## src/rtl/uart_pkg.sv

```systemverilog
// Shared UART definitions: FSM state encoding (also reported on o_state by uart_tx)
// and the data width.
package uart_pkg;

  localparam int unsigned UART_DATA_W = 8;

  typedef enum logic [1:0] {
    IDLE  = 2'd0,
    START = 2'd1,
    DATA  = 2'd2,
    STOP  = 2'd3
  } uart_state_e;

endpackage

```

## src/rtl/uart_sync2.sv

```systemverilog
// Two-flop synchroniser for the asynchronous serial line; both flops reset to the
// line's idle level (1) so no false start edge appears out of reset.
module uart_sync2 (
  input  logic clk,
  input  logic i_rst,
  input  logic i_d,
  output logic o_q
);

  logic r_meta;
  logic r_sync;

  always_ff @(posedge clk) begin
    if (i_rst) begin
      r_meta <= 1'b1;
      r_sync <= 1'b1;
    end else begin
      r_meta <= i_d;
      r_sync <= r_meta;
    end
  end

  assign o_q = r_sync;

endmodule

```

## src/rtl/uart_rx.sv

```systemverilog
// 8N1 UART receiver, one centre sample per bit. Define UART_RX_SYNC_EN to insert a
// two-flop synchroniser on i_rx (adds 2 cycles of latency from the line).
module uart_rx
  import uart_pkg::*;
#(
  parameter int unsigned CLK_PER_BIT = 87
) (
  input  logic                   clk,
  input  logic                   i_rst,
  input  logic                   i_rx,
  output logic [UART_DATA_W-1:0] o_data,
  output logic                   o_valid,
  output logic                   o_frame_err,
  output logic                   o_busy,
  output logic [1:0]             o_state
);

  localparam int unsigned HALF  = (CLK_PER_BIT - 1) / 2;
  localparam int unsigned CNT_W = $clog2(CLK_PER_BIT);
  localparam logic [CNT_W-1:0] CNT_HALF = CNT_W'(HALF);
  localparam logic [CNT_W-1:0] CNT_LAST = CNT_W'(CLK_PER_BIT - 1);

  logic                   w_rx_s;
  logic                   r_rx_prev;
  logic                   w_fall;
  logic                   w_half_hit;
  logic                   w_bit_hit;
  uart_state_e            r_state;
  uart_state_e            w_state_nxt;
  logic [CNT_W-1:0]       r_cnt;
  logic [2:0]             r_idx;
  logic [UART_DATA_W-1:0] r_shift;
  logic [UART_DATA_W-1:0] r_data;
  logic                   r_valid;
  logic                   r_ferr;

`ifdef UART_RX_SYNC_EN
  uart_sync2 u_sync (
    .clk   (clk),
    .i_rst (i_rst),
    .i_d   (i_rx),
    .o_q   (w_rx_s)
  );
`else
  assign w_rx_s = i_rx;
`endif

  // rx_prev resets high, so a line already low must first return high to trigger.
  always_ff @(posedge clk) begin
    if (i_rst) r_rx_prev <= 1'b1;
    else       r_rx_prev <= w_rx_s;
  end

  assign w_fall     = r_rx_prev & ~w_rx_s;
  assign w_half_hit = (r_cnt == CNT_HALF);
  assign w_bit_hit  = (r_cnt == CNT_LAST);

  always_ff @(posedge clk) begin
    if (i_rst) r_state <= IDLE;
    else       r_state <= w_state_nxt;
  end

  always_comb begin
    w_state_nxt = r_state;
    case (r_state)
      IDLE:    if (w_fall) w_state_nxt = START;
      START:   if (w_half_hit) w_state_nxt = w_rx_s ? IDLE : DATA;
      DATA:    if (w_bit_hit && (r_idx == 3'd7)) w_state_nxt = STOP;
      STOP:    if (w_bit_hit) w_state_nxt = IDLE;
      default: w_state_nxt = IDLE;
    endcase
  end

  always_comb begin
    o_busy  = (r_state != IDLE);
    o_state = r_state;
  end

  // Returning to IDLE at mid-stop-bit leaves half a bit to catch the next start edge.
  always_ff @(posedge clk) begin
    if (i_rst) begin
      r_cnt   <= '0;
      r_idx   <= '0;
      r_shift <= '0;
      r_data  <= '0;
      r_valid <= 1'b0;
      r_ferr  <= 1'b0;
    end else begin
      r_valid <= 1'b0;
      r_ferr  <= 1'b0;
      case (r_state)
        IDLE: r_cnt <= '0;
        START: begin
          if (w_half_hit) begin
            r_cnt <= '0;
            r_idx <= '0;
          end else begin
            r_cnt <= r_cnt + CNT_W'(1);
          end
        end
        DATA: begin
          if (w_bit_hit) begin
            r_shift[r_idx] <= w_rx_s;
            r_idx          <= r_idx + 3'd1;
            r_cnt          <= '0;
          end else begin
            r_cnt <= r_cnt + CNT_W'(1);
          end
        end
        STOP: begin
          if (w_bit_hit) begin
            r_cnt <= '0;
            if (w_rx_s) begin
              r_data  <= r_shift;
              r_valid <= 1'b1;
            end else begin
              r_ferr <= 1'b1;
            end
          end else begin
            r_cnt <= r_cnt + CNT_W'(1);
          end
        end
        default: r_cnt <= '0;
      endcase
    end
  end

  assign o_data      = r_data;
  assign o_valid     = r_valid;
  assign o_frame_err = r_ferr;

endmodule
```

## config.mk

```make
export PLATFORM = sky130hd
export DESIGN_NAME = uart_rx
export DESIGN_NICKNAME = d
export VERILOG_FILES = /design/src/rtl/uart_pkg.sv /design/src/rtl/uart_sync2.sv /design/src/rtl/uart_rx.sv
export SDC_FILE = /design/constraint.sdc
export NUM_CORES = 1
export LEC_CHECK = 0
export BUFFER_PORTS_ARGS = -buffer_cell sky130_fd_sc_hd__buf_2
export CELL_PAD_IN_SITES_DETAIL_PLACEMENT = 1
export CELL_PAD_IN_SITES_GLOBAL_PLACEMENT = 1
export CORE_ASPECT_RATIO = 2
export CORE_MARGIN = 4
export CORE_UTILIZATION = 43
export CTS_CLUSTER_DIAMETER = 80
export DETAILED_ROUTE_END_ITERATION = 8
export PLACE_DENSITY = 0.73
export SLEW_MARGIN = 10
export SYNTH_ARGS = -nofsm -noshare
export SYNTH_HDL_FRONTEND = slang
export SYNTH_SLANG_ARGS = --single-unit
```

## constraint.sdc

```tcl
create_clock -name clk -period 1.6 [get_ports clk]
set_input_delay 0.32 -clock clk [delete_from_list [all_inputs] [get_ports clk]]
set_output_delay 0.32 -clock clk [all_outputs]
set_load 0.01 [all_outputs]
```

* Yosys cells after proc, flatten, opt, wreduce, memory -nomap -nowiden
Index checks and enable logic that the tools add are counted.
** Cells by class
- $add $sub $neg :: 2
- Magnitude comparators :: 2
- Eq/ne operators :: 11
- Multiplexer cells :: 17
- Bitwise operators :: 4
- Reduce and logical (&&, ||, !) cells :: 11
** Operators by type and width (number)
- $pmux 7 s3 :: 1
- $mux 7 :: 2
- $mux 2 :: 5
- $ne 2x2->1 const B :: 5
- $bwmux 8 :: 1
- $pmux 2 s4 :: 1
- $add 7x1->7 const B :: 1
- $eq 7x6->1 const B :: 1
- $eq 7x7->1 const B :: 1
- $mux 3 :: 2
- $pmux 3 s2 :: 1
- $reduce_and 3->1 :: 2
- $eq 2x2->1 const B :: 2
- $lt 3x4->1 const B :: 1
- $reduce_and 4->1 :: 1
- $reduce_bool 2->1 :: 2
- $add 3x1->3 const B :: 1
- $demux 1 s3 :: 1
- $eq 3x3->1 const B :: 1
- $ge 3x1->1 const B :: 1
- $mux 1 :: 3
- $not 1->1 :: 3
- $reduce_or 3->1 :: 1
- $eq 2x1->1 const B :: 1
- 5 further kinds :: 6
** Storage, ports and cells
- Register bits after elaboration :: 31
- Input port bits :: 3
- Output and inout port bits :: 13
- Logic and storage cells :: 55

* Logic depth before layout (Yosys ltp)
Gate-level depths: netlist (run 1).
- Depth after elaboration :: 5
- Gate-level depth with buffers :: 7
- Gate-level depth less buffers :: 6

* Worst setup path after synthesis (run 1)
Ideal clock, no wire load.
- Kind :: reg2reg
- Start :: register r_cnt[0]
- End :: register r_cnt[2]
- Data arrival time :: 1.377 ns
- Required time :: 1.536 ns
- Slack :: 0.158 ns
- Stages on the path, launching flop included :: 7
- Buffers on the path :: 0
- Clock period less this slack :: 1.442 ns
- Path through :: dfxtp_1 inv_1 ha_1 and4bb_4 and3_1 o32a_4 nor2_1
** On the way
- Cells in the longest elaborated chain, start to end :: 3
- Elaborated cells between the ends (all ways) :: 6
- Those cells by class :: 1 x add/sub; 2 x eq/ne; 3 x mux
** Ends and longest elaborated chain
- from (decl) :: line uart_rx.sv:30 : logic [CNT_W-1:0] r_cnt;
- from (signal assigned) :: line uart_rx.sv:98 : r_cnt <= r_cnt + CNT_W'(1);
- from (signal assigned) :: line uart_rx.sv:107 : r_cnt <= r_cnt + CNT_W'(1);
- from (signal assigned) :: line uart_rx.sv:120 : r_cnt <= r_cnt + CNT_W'(1);
- $add 7x1->7 (tied with other cells) :: line uart_rx.sv:98, uart_rx.sv:107, uart_rx.sv:120
- $mux 7 (on tied branches) :: line uart_rx.sv:102, uart_rx.sv:111, uart_rx.sv:94
- $pmux 7 s3 (*) :: line uart_rx.sv:91 : case (r_state)
Mark *: on every way between the ends. The rest lies on a longest branch, timed or not.
A chain may end at the register's enable or synchronous reset.

* Worst setup path in the final report (run 1)
- Start :: register r_cnt[0]
- End :: register r_idx[0]
** On the way
- Cells in the longest elaborated chain, start to end :: 3
- Elaborated cells between the ends (all ways) :: 5
- Those cells by class :: 4 x eq/ne; 1 x reduce/logical
** Ends and longest elaborated chain
- $eq 7x7->1 / $eq 7x6->1 (equally long branches) :: line uart_rx.sv:56, uart_rx.sv:55
- $ne 2x2->1 (no line)
- $reduce_and 3->1 (no line) (*)
- to (signal assigned) :: line uart_rx.sv:104 : r_idx <= r_idx + 3'd1;
- to (decl) :: line uart_rx.sv:31 : logic [2:0] r_idx;
Marked as above.

==> impl_metrics.tcl, run 1 <==
set metrics [dict create \
    number_of_nets_with_antenna_violations_after_detailed_routing 0 \
    critical_path_peak_fanout 7 \
    setup-violations-final 0 \
    final_nets 174 \
    drv_cap 0 \
    finalWirelength_mm 3.19 \
    grt_pass1_wl_mm 5.28 \
    max_slew_margin_vs_limit_pct 80.4 \
    drt-pass1-iter-count 2 \
    area_fraction_in_compound_gates_after_synthesis_pct 5.76 \
    synth_top_cell_by_area "sky130_fd_sc_hd__dfxtp_1" \
    max_clock_freq_ghz 0.647 \
    die_height_um 88.4 \
    synth_top_family_by_area "simple AND/OR/NAND/NOR gates" \
    synth_simple_gate_area_share_pct 27.6 \
    power_per_cell_area_mw_per_mm2 868 \
    place_area_mm2 0.00150 \
    synthesis.instances 146 \
    timing_worst_setup_path_type "reg2reg" \
    proportion_of_register_bits_with_asynchronous_set_or_reset_after_synthesis_pct 0 \
    dominantRegCellSynth "sky130_fd_sc_hd__dfxtp_1" \
    timing.final.crit_period_ns 1.54 \
    buffer_ports.inserted 15 \
    synth_seq_area_share_pct 44.6 \
    source_to_sink_clock_delay_at_the_later_pin_of_the_worst_skew_pair_ns 0.28 \
    worstSetupStartpointType "flip-flop" \
    post-synth-top-count-cell "sky130_fd_sc_hd__dfxtp_1" \
    global_placement_routability_congestion 0.836 \
    whs_path_depth 2 \
    yosys.area_share.adder_pct 3.60 \
    total_leakage_power_nw 0.741 \
    initial_core_util_pct 44.1 \
    timing.critical_path.slowest_cell_delay_ns 0.41 \
    synth_cell_types 34 \
    routed-via-count 1114 \
    skew_ns 0.00495 \
    cts_inserted_buffers 5 \
    crit_chain "inv_1 > ha_2 > and4bb_4 > nand2_2 > or4_1 > a21oi_1" \
    remaining_drc_errors 0 \
    synthToLayoutAreaGrowth_pct 16.0 \
    worstSetupPathDepth 6 \
    num_rows 29 \
    synth_top_cell_area_share_pct 44.6 \
    synthesis.nets 153 \
    gr-total-overflow 0 \
    antenna_found_initial 0 \
    ys_warn_count 0 \
    cp_slowest_cell "sky130_fd_sc_hd__or4_1" \
    synth.mux.area_fraction_pct 10.8 \
    avgSynthCellArea_um2 9.53 \
    floorplan.core_area_mm2 0.00316 \
    period_share_pct 96.5 \
    cts_root_buf "sky130_fd_sc_hd__clkbuf_8" \
    leading_post_synthesis_cells_by_cell_area "sky130_fd_sc_hd__dfxtp_1 45%, sky130_fd_sc_hd__mux2i_1 11%, sky130_fd_sc_hd__nor2_1 7.3%" \
    post_drt_wl_per_cell_um 16.2 \
    first_iter_violations 14 \
    vias_in_the_first_global_route 1183 \
    horiz_die_dim_um 48.2 \
    dieArea_mm2 0.00426 \
    tns_ns 0 \
    worst_setup_ep_type "flip-flop" \
    grt_max_degree 17 \
    status "complete, no violations" \
    synth_xor_xnor_area_share_pct 3.15 \
    synth-edff-count 0 \
    worst_pin_slew_ns 0.293 \
    final_layout_size_suffix_gt1_share_pct 26.5 \
    htreeDepth 2 \
    fill_count 379 \
    hold_violations 0 \
    critPathArrivalTime_ns 1.76 \
    cts_buffer_depth 2 \
    finalPower_w 0.00140 \
    final-max-slew-violation-count 0 \
    avgViaCountPerCell 5.65 \
    timing.hold.worst.class "in2reg" \
    cts.sink_count 31 \
    tritoncts "done" \
    r2r.worst_path.cells 6 \
    grtUsageTotal_pct 17.7 \
    fin_area_mm2 0.00161 \
    vdd.ir_drop.worst_mv 0.828 \
    reg2reg_setup_slack_ns 0.06 \
    sum_of_buffers_and_inverters_on_the_critical_path 1 \
    rsz_0062_raised_after_global_routing "yes" \
    data_required_time_at_the_worst_endpoint_ns 1.81 \
    combined_area_of_all_synthesized_cells_mm2 0.00139 \
    ys_seq_elements 31 \
    final_core_area_utilization_pct 51.1 \
    cell_types_with_the_highest_counts_after_synthesis "31 x sky130_fd_sc_hd__dfxtp_1, 27 x sky130_fd_sc_hd__nor2_1, 15 x sky130_fd_sc_hd__mux2i_1" \
    critical_path.top_delay_family "simple AND/OR/NAND/NOR gates" \
    dpl.hpwl_mm 2.48 \
    clock_input_transition_at_the_sequential_cells_of_the_worst_setup_and_hold_paths_ns 0.06 \
    pin_count 16 \
    antenna-diode-count 0 \
]
[sequential cells by signal, indices dropped and copies added (netlist names), named ones only]
register	cells
r_shift	8
r_rx_prev	1
o_valid	1
o_state	1
r_cnt	7
o_frame_err	1
o_data	8
r_idx	3
[layer usage]
metal | up-vias | global-route usage (%) | part of all wire (%)
li1 | 551 | - | -
met1 | 534 | 17.7 | 37
met5 | - | 0 | 0
met4 | 0 | 11.0 | 4.2
met2 | 18 | 30.6 | 57
met3 | 11 | 3.67 | 2.1
[report_power, final]
part	leakage [nW]	switching (W)	total, W	internal, W
registers	0.251	0.00000474	0.000784	0.000779
clock network	0.0371	0.000250	0.000539	0.000289
logic	0.453	0.0000490	0.0000792	0.0000302
total	0.741	0.000304	0.00140	0.00110
[cell usage in the layout (no fill, tap or decap), types with 2 or more instances in the layout]
| cell | instances |
|---|---|
| sky130_fd_sc_hd__nand4b_1 | 3 |
| sky130_fd_sc_hd__nand2_1 | 5 |
| sky130_fd_sc_hd__and2_1 | 3 |
| sky130_fd_sc_hd__mux2i_1 | 15 |
| sky130_fd_sc_hd__nor2b_1 | 2 |
| sky130_fd_sc_hd__ha_1 | 3 |
| sky130_fd_sc_hd__and3_4 | 2 |
| sky130_fd_sc_hd__a21oi_1 | 4 |
| sky130_fd_sc_hd__clkbuf_8 | 5 |
| sky130_fd_sc_hd__nor2_2 | 3 |
| sky130_fd_sc_hd__buf_4 | 8 |
| sky130_fd_sc_hd__nor3_1 | 3 |
| sky130_fd_sc_hd__inv_1 | 3 |
| sky130_fd_sc_hd__dfxtp_1 | 29 |
| sky130_fd_sc_hd__nand4_1 | 8 |
| sky130_fd_sc_hd__xnor2_1 | 3 |
| sky130_fd_sc_hd__or3_1 | 2 |
| sky130_fd_sc_hd__nand3_1 | 6 |
| sky130_fd_sc_hd__buf_2 | 15 |
| sky130_fd_sc_hd__nor2_1 | 23 |
| sky130_fd_sc_hd__dfxtp_2 | 2 |
| sky130_fd_sc_hd__xor2_1 | 2 |
[worst reg2reg max path: stages, from the launching register on]
cell                       delay [ns]
sky130_fd_sc_hd__dfxtp_2         0.31
sky130_fd_sc_hd__inv_1           0.06
sky130_fd_sc_hd__ha_2            0.16
sky130_fd_sc_hd__and4bb_4        0.32
sky130_fd_sc_hd__nand2_2         0.10
sky130_fd_sc_hd__or4_1           0.41
sky130_fd_sc_hd__a21oi_1         0.12
[metrics by stage]
step,worst slack [ns],hold WS [ns],cells
2_1_floorplan,0.158,0.426,146
3_3_place_gp,0.0549,0.472,189
3_5_place_dp,-0.0269,0.486,189
4_1_cts,0.0166,0.350,197
5_1_grt,-0.00169,0.368,197
6_report,0.0554,0.354,197
[what timing repair did]
action | 4_1_cts | 5_1_grt
endpoints found under the hold margin | 0 | 0
resized for setup | 1 | 9
buffers inserted | 2 | 0
endpoints found under the setup margin | 2 | 8
gates cloned | 0 | 0
pin swaps | 0 | 9
hold buffers | 0 | 0
[area by class of cell]
class,count,area [um2],share of cell area [%]
tap,31,38.8,2.40
multi-input combinational,103,733,45.4
timing repair buffer,23,135,8.37
inverter,3,11.3,0.698
clock buffer,6,72.6,4.50
sequential,31,623,38.6
[cells by family after synthesis]
| logic type | count (synthesis) |
|---|---|
| compound gates | 10 |
| xor+xnor | 5 |
| fa+ha+maj | 4 |
| buf+inv | 12 |
| flops | 31 |
| mux | 15 |
| simple gates | 69 |
[path summary, 6_finish.rpt]
| kind | end | from |
|---|---|---|
| hold / removal | r_idx[0] | i_rst |
| setup reg to reg | r_idx[0] | r_cnt[0] |
| setup / recovery | r_idx[0] | r_cnt[0] |
| hold reg to reg | o_data[7] | o_data[7] |
(Power assumes the default switching activity.)
==> run 2, diff against run 1 <==
--- a/config.mk
+++ b/config.mk
@@ -5,15 +5,16 @@
 export SDC_FILE = /design/constraint.sdc
 export NUM_CORES = 1
 export LEC_CHECK = 0
+export ABC_AREA = 1
 export BUFFER_PORTS_ARGS = -buffer_cell sky130_fd_sc_hd__buf_2
 export CELL_PAD_IN_SITES_DETAIL_PLACEMENT = 1
 export CELL_PAD_IN_SITES_GLOBAL_PLACEMENT = 1
 export CORE_ASPECT_RATIO = 2
 export CORE_MARGIN = 4
-export CORE_UTILIZATION = 43
+export CORE_UTILIZATION = 32
 export CTS_CLUSTER_DIAMETER = 80
 export DETAILED_ROUTE_END_ITERATION = 8
-export PLACE_DENSITY = 0.73
+export PLACE_DENSITY = 0.6
 export SLEW_MARGIN = 10
 export SYNTH_ARGS = -nofsm -noshare
 export SYNTH_HDL_FRONTEND = slang
==> run 2 against run 1 <==
Critical path type unchanged. Total power grew 12%. Clock-buffer cell count grew 2. Flip-flop and latch count is the same. Sequential share of layout area is 2.3 points lower. Non-clock buffer count shrank 5. Register-to-register slack improved by 0.12 ns. Clock power rose by 25%. First-iteration DRC count fell by 64%. Hold slack worse by 0.017 ns. Wire length up 12%. Combinational power grew 24%.
==> impl_metrics.tcl, run 2 <==
set metrics [dict create \
    status "complete, no violations" \
    synth_top_cell_area_share_pct 42.5 \
    rsz_0062_raised_after_global_routing "no" \
    horiz_die_dim_um 55.7 \
    synth_simple_gate_area_share_pct 39.7 \
    grtUsageTotal_pct 13.5 \
    vias_in_the_first_global_route 1362 \
    synth_top_cell_by_area "sky130_fd_sc_hd__dfxtp_1" \
    avgSynthCellArea_um2 7.08 \
    hold_slack_ns 0.337 \
    synth_xor_xnor_area_share_pct 3.00 \
    worstSetupStartpointType "flip-flop" \
    ys_seq_elements 31 \
    drv_cap 0 \
    vdd.ir_drop.worst_mv 0.430 \
    max_slew_margin_vs_limit_pct 81.4 \
    r2r.worst_path.cells 10 \
    pin_count 16 \
    initial_core_util_pct 33.3 \
    reg2reg_setup_slack_ns 0.18 \
    num_rows 34 \
    hold_violations 0 \
    critical_path_peak_fanout 17 \
    cts.sink_count 31 \
    synth_cell_types 21 \
    buffer_ports.inserted 15 \
    finalWirelength_mm 3.56 \
    cts_root_buf "sky130_fd_sc_hd__clkbuf_8" \
    critPathArrivalTime_ns 1.64 \
    timing.hold.worst.class "in2reg" \
    dominantRegCellSynth "sky130_fd_sc_hd__dfxtp_1" \
    avgViaCountPerCell 4.73 \
    die_height_um 103 \
    postCtsResizedCells 0 \
    yosys.area_share.adder_pct 3.43 \
    htreeDepth 2 \
    fin_ws_ns 0.176 \
    source_to_sink_clock_delay_at_the_later_pin_of_the_worst_skew_pair_ns 0.28 \
    total_leakage_power_nw 0.796 \
    data_required_time_at_the_worst_endpoint_ns 1.82 \
    max_clock_freq_ghz 0.702 \
    first_iter_violations 5 \
    leading_post_synthesis_cells_by_cell_area "sky130_fd_sc_hd__dfxtp_1 43%, sky130_fd_sc_hd__nand2_1 13%, sky130_fd_sc_hd__nor2_1 10%" \
    antenna-diode-count 0 \
    drt-pass1-iter-count 4 \
    setup-violations-final 0 \
    fill_count 568 \
    global_placement_routability_congestion 0.752 \
    hold_path_end "r_idx[1]" \
    dpl.hpwl_mm 2.96 \
    final_nets 234 \
    grt_max_degree 18 \
    most_common_library_cell_in_the_layout_ignoring_fill_and_taps "sky130_fd_sc_hd__nand2_1" \
    tritoncts "done" \
    power.net_switching_w 0.000365 \
    final_layout_size_suffix_gt1_share_pct 17.1 \
    synth-edff-count 0 \
    ys_warn_count 0 \
    post-synth-top-count-cell "sky130_fd_sc_hd__nand2_1" \
    synth_top_family_by_area "simple AND/OR/NAND/NOR gates" \
    ctsHoldBuffers 0 \
    dieArea_mm2 0.00577 \
    number_of_nets_with_antenna_violations_after_detailed_routing 0 \
    timing.final.crit_period_ns 1.42 \
    seq_power_share_pct 50.7 \
    ff_latch_area_um2 621 \
    postCtsSetupBuffers 0 \
    pre_cts_slack_ns 0.116 \
    synth.mux.area_fraction_pct 0 \
    cell_types_with_the_highest_counts_after_synthesis "52 x sky130_fd_sc_hd__nand2_1, 40 x sky130_fd_sc_hd__nor2_1, 31 x sky130_fd_sc_hd__dfxtp_1" \
    whs_path_depth 2 \
    power_switching_share_pct 23.3 \
    cts_buffer_depth 2 \
    gr-total-overflow 0 \
    combined_area_of_all_synthesized_cells_mm2 0.00146 \
    remaining_drc_errors 0 \
    area_fraction_in_compound_gates_after_synthesis_pct 2.40 \
    antenna_found_initial 0 \
    post_drt_wl_per_cell_um 12.6 \
    synthesis.nets 213 \
    skew_ns 0.00536 \
    proportion_of_register_bits_with_asynchronous_set_or_reset_after_synthesis_pct 0 \
    power_per_cell_area_mw_per_mm2 917 \
    holdCritStartpoint "i_rst" \
    p_comb_share_pct 6.3 \
    routed-via-count 1334 \
    synthesis.instances 206 \
    cts_inserted_buffers 5 \
    floorplan.core_area_mm2 0.00438 \
    clock_input_transition_at_the_sequential_cells_of_the_worst_setup_and_hold_paths_ns 0.07 \
    worst_setup_ep_type "flip-flop" \
    p_clk_share_pct 43.1 \
    worstReg2RegEnd "o_data[7]" \
    worst_pin_slew_ns 0.277 \
    reg2reg_launch_point "r_cnt[0]" \
    synthToLayoutAreaGrowth_pct 17.2 \
    timing_worst_setup_path_type "reg2reg" \
    synth_seq_area_share_pct 42.5 \
    multi_input_combinational_cell_area_um2 719 \
    tns_ns 0 \
    final_core_area_utilization_pct 39.0 \
    most-common-layout-cells "51 x sky130_fd_sc_hd__nand2_1, 40 x sky130_fd_sc_hd__nor2_1, 31 x sky130_fd_sc_hd__dfxtp_1" \
    period_share_pct 89.0 \
    grt_pass1_wl_mm 6.04 \
    final-max-slew-violation-count 0 \
    internal-power_w 0.00120 \
]
## run 2: critical path, cell delays in order (launching register included)
cell,delay [ns]
sky130_fd_sc_hd__dfxtp_1,0.34
sky130_fd_sc_hd__inv_1,0.06
sky130_fd_sc_hd__ha_1,0.14
sky130_fd_sc_hd__nand2_1,0.05
sky130_fd_sc_hd__inv_1,0.10
sky130_fd_sc_hd__nand3_4,0.16
sky130_fd_sc_hd__nor2_4,0.17
sky130_fd_sc_hd__nand2_8,0.12
sky130_fd_sc_hd__nand2_1,0.08
sky130_fd_sc_hd__nand2_1,0.04
sky130_fd_sc_hd__nor2_1,0.09
## run 2: cells by family after synthesis
family / count (synthesis)
fa+ha+maj: 4
xor+xnor: 5
flops: 31
buf+inv: 32
simple gates: 127
compound gates: 7
## run 2: metrics by stage
step                      instances  cell area [um2]  power (W)
after floorplan                 206             1460   0.000872
after global placement          274             1600   0.000908
after detailed placement        274             1600   0.000912
after CTS                       282             1700    0.00160
after global routing            282             1710    0.00165
final                           282             1710    0.00157
## run 2: power groups by stage
stage | clock network [W] | logic, W | registers (W)
after floorplan | 0 | 0.0000618 | 0.000810
after global placement | 0 | 0.0000965 | 0.000811
after detailed placement | 0 | 0.0000997 | 0.000812
after CTS | 0.000708 | 0.000100 | 0.000794
after global routing | 0.000741 | 0.000115 | 0.000795
final | 0.000675 | 0.0000985 | 0.000794
## run 2: layer usage
metal	vias to the layer above	routed length, um	GRT usage (%)
met5	-	0	0
met4	0	110	6.93
met3	7	86	2.36
met2	16	2190	29.9
met1	633	1170	10.5
li1	678	-	-
## run 2: worst max-delay path by stage
stage	from	end	slack [ns]	cells after the start
2_1_floorplan	r_cnt[0]	o_data[6]	0.26	10
3_3_place_gp	r_cnt[0]	r_cnt[5]	0.20	9
3_5_place_dp	r_cnt[0]	r_cnt[2]	0.12	9
4_1_cts	r_cnt[0]	r_cnt[2]	0.1	9
5_1_grt	r_cnt[0]	o_data[1]	0.008	10
6_report	r_cnt[0]	o_data[7]	0.18	10
## run 2: layout make-up
| class | count | area share, % |
|---|---|---|
| Tap cell | 54 | 3.95 |
| Multi-Input combinational cell | 143 | 42.1 |
| Inverter | 28 | 6.14 |
| Sequential cell | 31 | 36.3 |
| Clock buffer | 8 | 5.85 |
| Timing Repair Buffer | 18 | 5.71 |
==> run 3, diff against run 2 <==
--- a/config.mk
+++ b/config.mk
@@ -5,16 +5,16 @@
 export SDC_FILE = /design/constraint.sdc
 export NUM_CORES = 1
 export LEC_CHECK = 0
-export ABC_AREA = 1
+export ABC_AREA = 0
 export BUFFER_PORTS_ARGS = -buffer_cell sky130_fd_sc_hd__buf_2
 export CELL_PAD_IN_SITES_DETAIL_PLACEMENT = 1
 export CELL_PAD_IN_SITES_GLOBAL_PLACEMENT = 1
 export CORE_ASPECT_RATIO = 2
-export CORE_MARGIN = 4
+export CORE_MARGIN = 2
 export CORE_UTILIZATION = 32
 export CTS_CLUSTER_DIAMETER = 80
 export DETAILED_ROUTE_END_ITERATION = 8
-export PLACE_DENSITY = 0.6
+export PLACE_DENSITY = 0.57
 export SLEW_MARGIN = 10
 export SYNTH_ARGS = -nofsm -noshare
 export SYNTH_HDL_FRONTEND = slang
==> run 3 against run 2 <==
Design area fell by 2.3%. Clock-buffer cell count shrank 2. Non-clock buffer count is 6 higher. Wire length down 13%. Clock power rose by 17%. Sequential share of layout area increased by 0.92 points. Largest cell class unchanged. Largest power group is now clock. Cell count fell by 21%.
==> impl_metrics.tcl, run 3 (same netlist as run 1, synthesis figures left out) <==
set metrics [dict create \
    status "complete, no violations" \
    grtUsageTotal_pct 14.8 \
    vias_in_the_first_global_route 1138 \
    p_comb_share_pct 4.4 \
    ctsHoldBuffers 0 \
    critPathArrivalTime_ns 1.76 \
    first_iter_violations 17 \
    timing_worst_setup_path_type "reg2reg" \
    number_of_non_filler_instances_in_the_completed_layout 223 \
    post_drt_wl_per_cell_um 13.9 \
    finalWirelength_mm 3.10 \
    setup-violations-final 0 \
    p_clk_share_pct 48.0 \
    cts.sink_count 31 \
    power_per_cell_area_mw_per_mm2 984 \
    cts_root_buf "sky130_fd_sc_hd__clkbuf_8" \
    timing.final.crit_period_ns 1.54 \
    grt_max_degree 21 \
    global_placement_routability_congestion 0.760 \
    num_rows 34 \
    rsz_0062_raised_after_global_routing "no" \
    floorplan.core_area_mm2 0.00425 \
    power.net_switching_w 0.000337 \
    horiz_die_dim_um 50.6 \
    period_share_pct 96.2 \
    antenna_found_initial 0 \
    skew_ns 0.00310 \
    data_required_time_at_the_worst_endpoint_ns 1.82 \
    most_common_library_cell_in_the_layout_ignoring_fill_and_taps "sky130_fd_sc_hd__dfxtp_1" \
    hold_violations 0 \
    source_to_sink_clock_delay_at_the_later_pin_of_the_worst_skew_pair_ns 0.28 \
    cts_inserted_buffers 5 \
    worst_setup_ep_type "flip-flop" \
    routed-via-count 1113 \
    drt-pass1-iter-count 2 \
    total_leakage_power_nw 0.776 \
    worstSetupStartpointType "flip-flop" \
    synthToLayoutAreaGrowth_pct 20.1 \
    die_height_um 97.3 \
    avgViaCountPerCell 4.99 \
    vdd.ir_drop.worst_mv 0.777 \
    buffer_ports.inserted 15 \
    tritoncts "done" \
    worst_pin_slew_ns 0.326 \
    power_switching_share_pct 20.5 \
    remaining_drc_errors 0 \
    tns_ns 0 \
    dpl.hpwl_mm 2.21 \
    clock_input_transition_at_the_sequential_cells_of_the_worst_setup_and_hold_paths_ns 0.06 \
    max_slew_margin_vs_limit_pct 78.2 \
    critical_path_peak_fanout 7 \
    internal-power_w 0.00131 \
    cts_buffer_depth 2 \
    final_nets 175 \
    seq_power_share_pct 47.5 \
    final_layout_size_suffix_gt1_share_pct 24.3 \
    timing.hold.worst.class "in2reg" \
    gr-total-overflow 0 \
    pin_count 16 \
    number_of_nets_with_antenna_violations_after_detailed_routing 0 \
    max_clock_freq_ghz 0.650 \
    grt_pass1_wl_mm 5.46 \
    numPlacedInstances 213 \
    finalPower_w 0.00164 \
    drv_cap 0 \
    dieArea_mm2 0.00492 \
    htreeDepth 2 \
    initial_core_util_pct 32.7 \
    antenna-diode-count 0 \
    final-max-slew-violation-count 0 \
    most-common-layout-cells "30 x sky130_fd_sc_hd__dfxtp_1, 27 x sky130_fd_sc_hd__nor2_1, 15 x sky130_fd_sc_hd__mux2i_1, 15 x sky130_fd_sc_hd__buf_2, 9 x sky130_fd_sc_hd__buf_4" \
]
-- run 3: changes by cell type in the layout (fill, tap and decap cells not counted), sizes merged, moves of 4 or more --
cell	delta
mux2i	+15
nand2	-49
nor3	-4
nand3	-6
inv	-25
buf	+6
nor2	-19
-- run 3: final cells by class --
class	count	area (um2)
timing repair buffer	24	143
sequential	31	622
fill	520	2580
clock buffer	6	82.6
multi-input combinational	103	711
inverter	3	11.3
tap	54	67.6
clock inverter	2	35.0
-- run 3: through the flow --
stage               hold WS [ns]  setup WS (ns)  area [um2]  util [%]
floorplan                  0.426          0.158        1390         -
global placement           0.464         0.0631        1540      36.1
detailed placement         0.473         0.0294        1540      36.1
CTS                        0.291         0.0444        1670      39.2
global route               0.319        0.00376        1670      39.3
finish                     0.296         0.0608        1670      39.3
-- run 3: power groups by stage --
stage	Clock (W)	Sequential (W)	Combinational [W]
floorplan	0	0.000800	0.0000489
global placement	0	0.000799	0.0000742
detailed placement	0	0.000799	0.0000741
CTS	0.000820	0.000781	0.0000749
global route	0.000859	0.000782	0.0000829
finish	0.000790	0.000782	0.0000732
-- run 3: worst paths after layout --
path,start,end,slack (ns),cells past startpoint
min reg2reg,r_shift[0],r_shift[0],0.47,2
min,i_rst,flip-flop,0.30,2
max reg2reg,r_cnt[0],r_cnt[3],0.06,6
max,r_cnt[0],r_cnt[3],0.06,6
-- run 3: routing by layer --
layer	GRT usage (%)	share of wire, %	routed length (um)
met4	7.48	1.8	56
met1	17.3	45	1390
met3	4.31	3.3	103
met5	0	0	0
met2	24.1	50	1550
-- run 3: timing repair --
action / CTS / global route
pin swaps: 0 / 0
setup endpoints to repair: 1 / 5
buffers inserted: 2 / 0
gates resized for setup: 0 / 2
-- run 3: worst max-delay path: stages, from the launching register on --
cell                       delay (ns)
sky130_fd_sc_hd__dfxtp_1         0.33
sky130_fd_sc_hd__inv_1           0.05
sky130_fd_sc_hd__ha_1            0.18
sky130_fd_sc_hd__and4bb_4        0.23
sky130_fd_sc_hd__and3_1          0.22
sky130_fd_sc_hd__o32a_4          0.35
sky130_fd_sc_hd__nor2_1          0.12
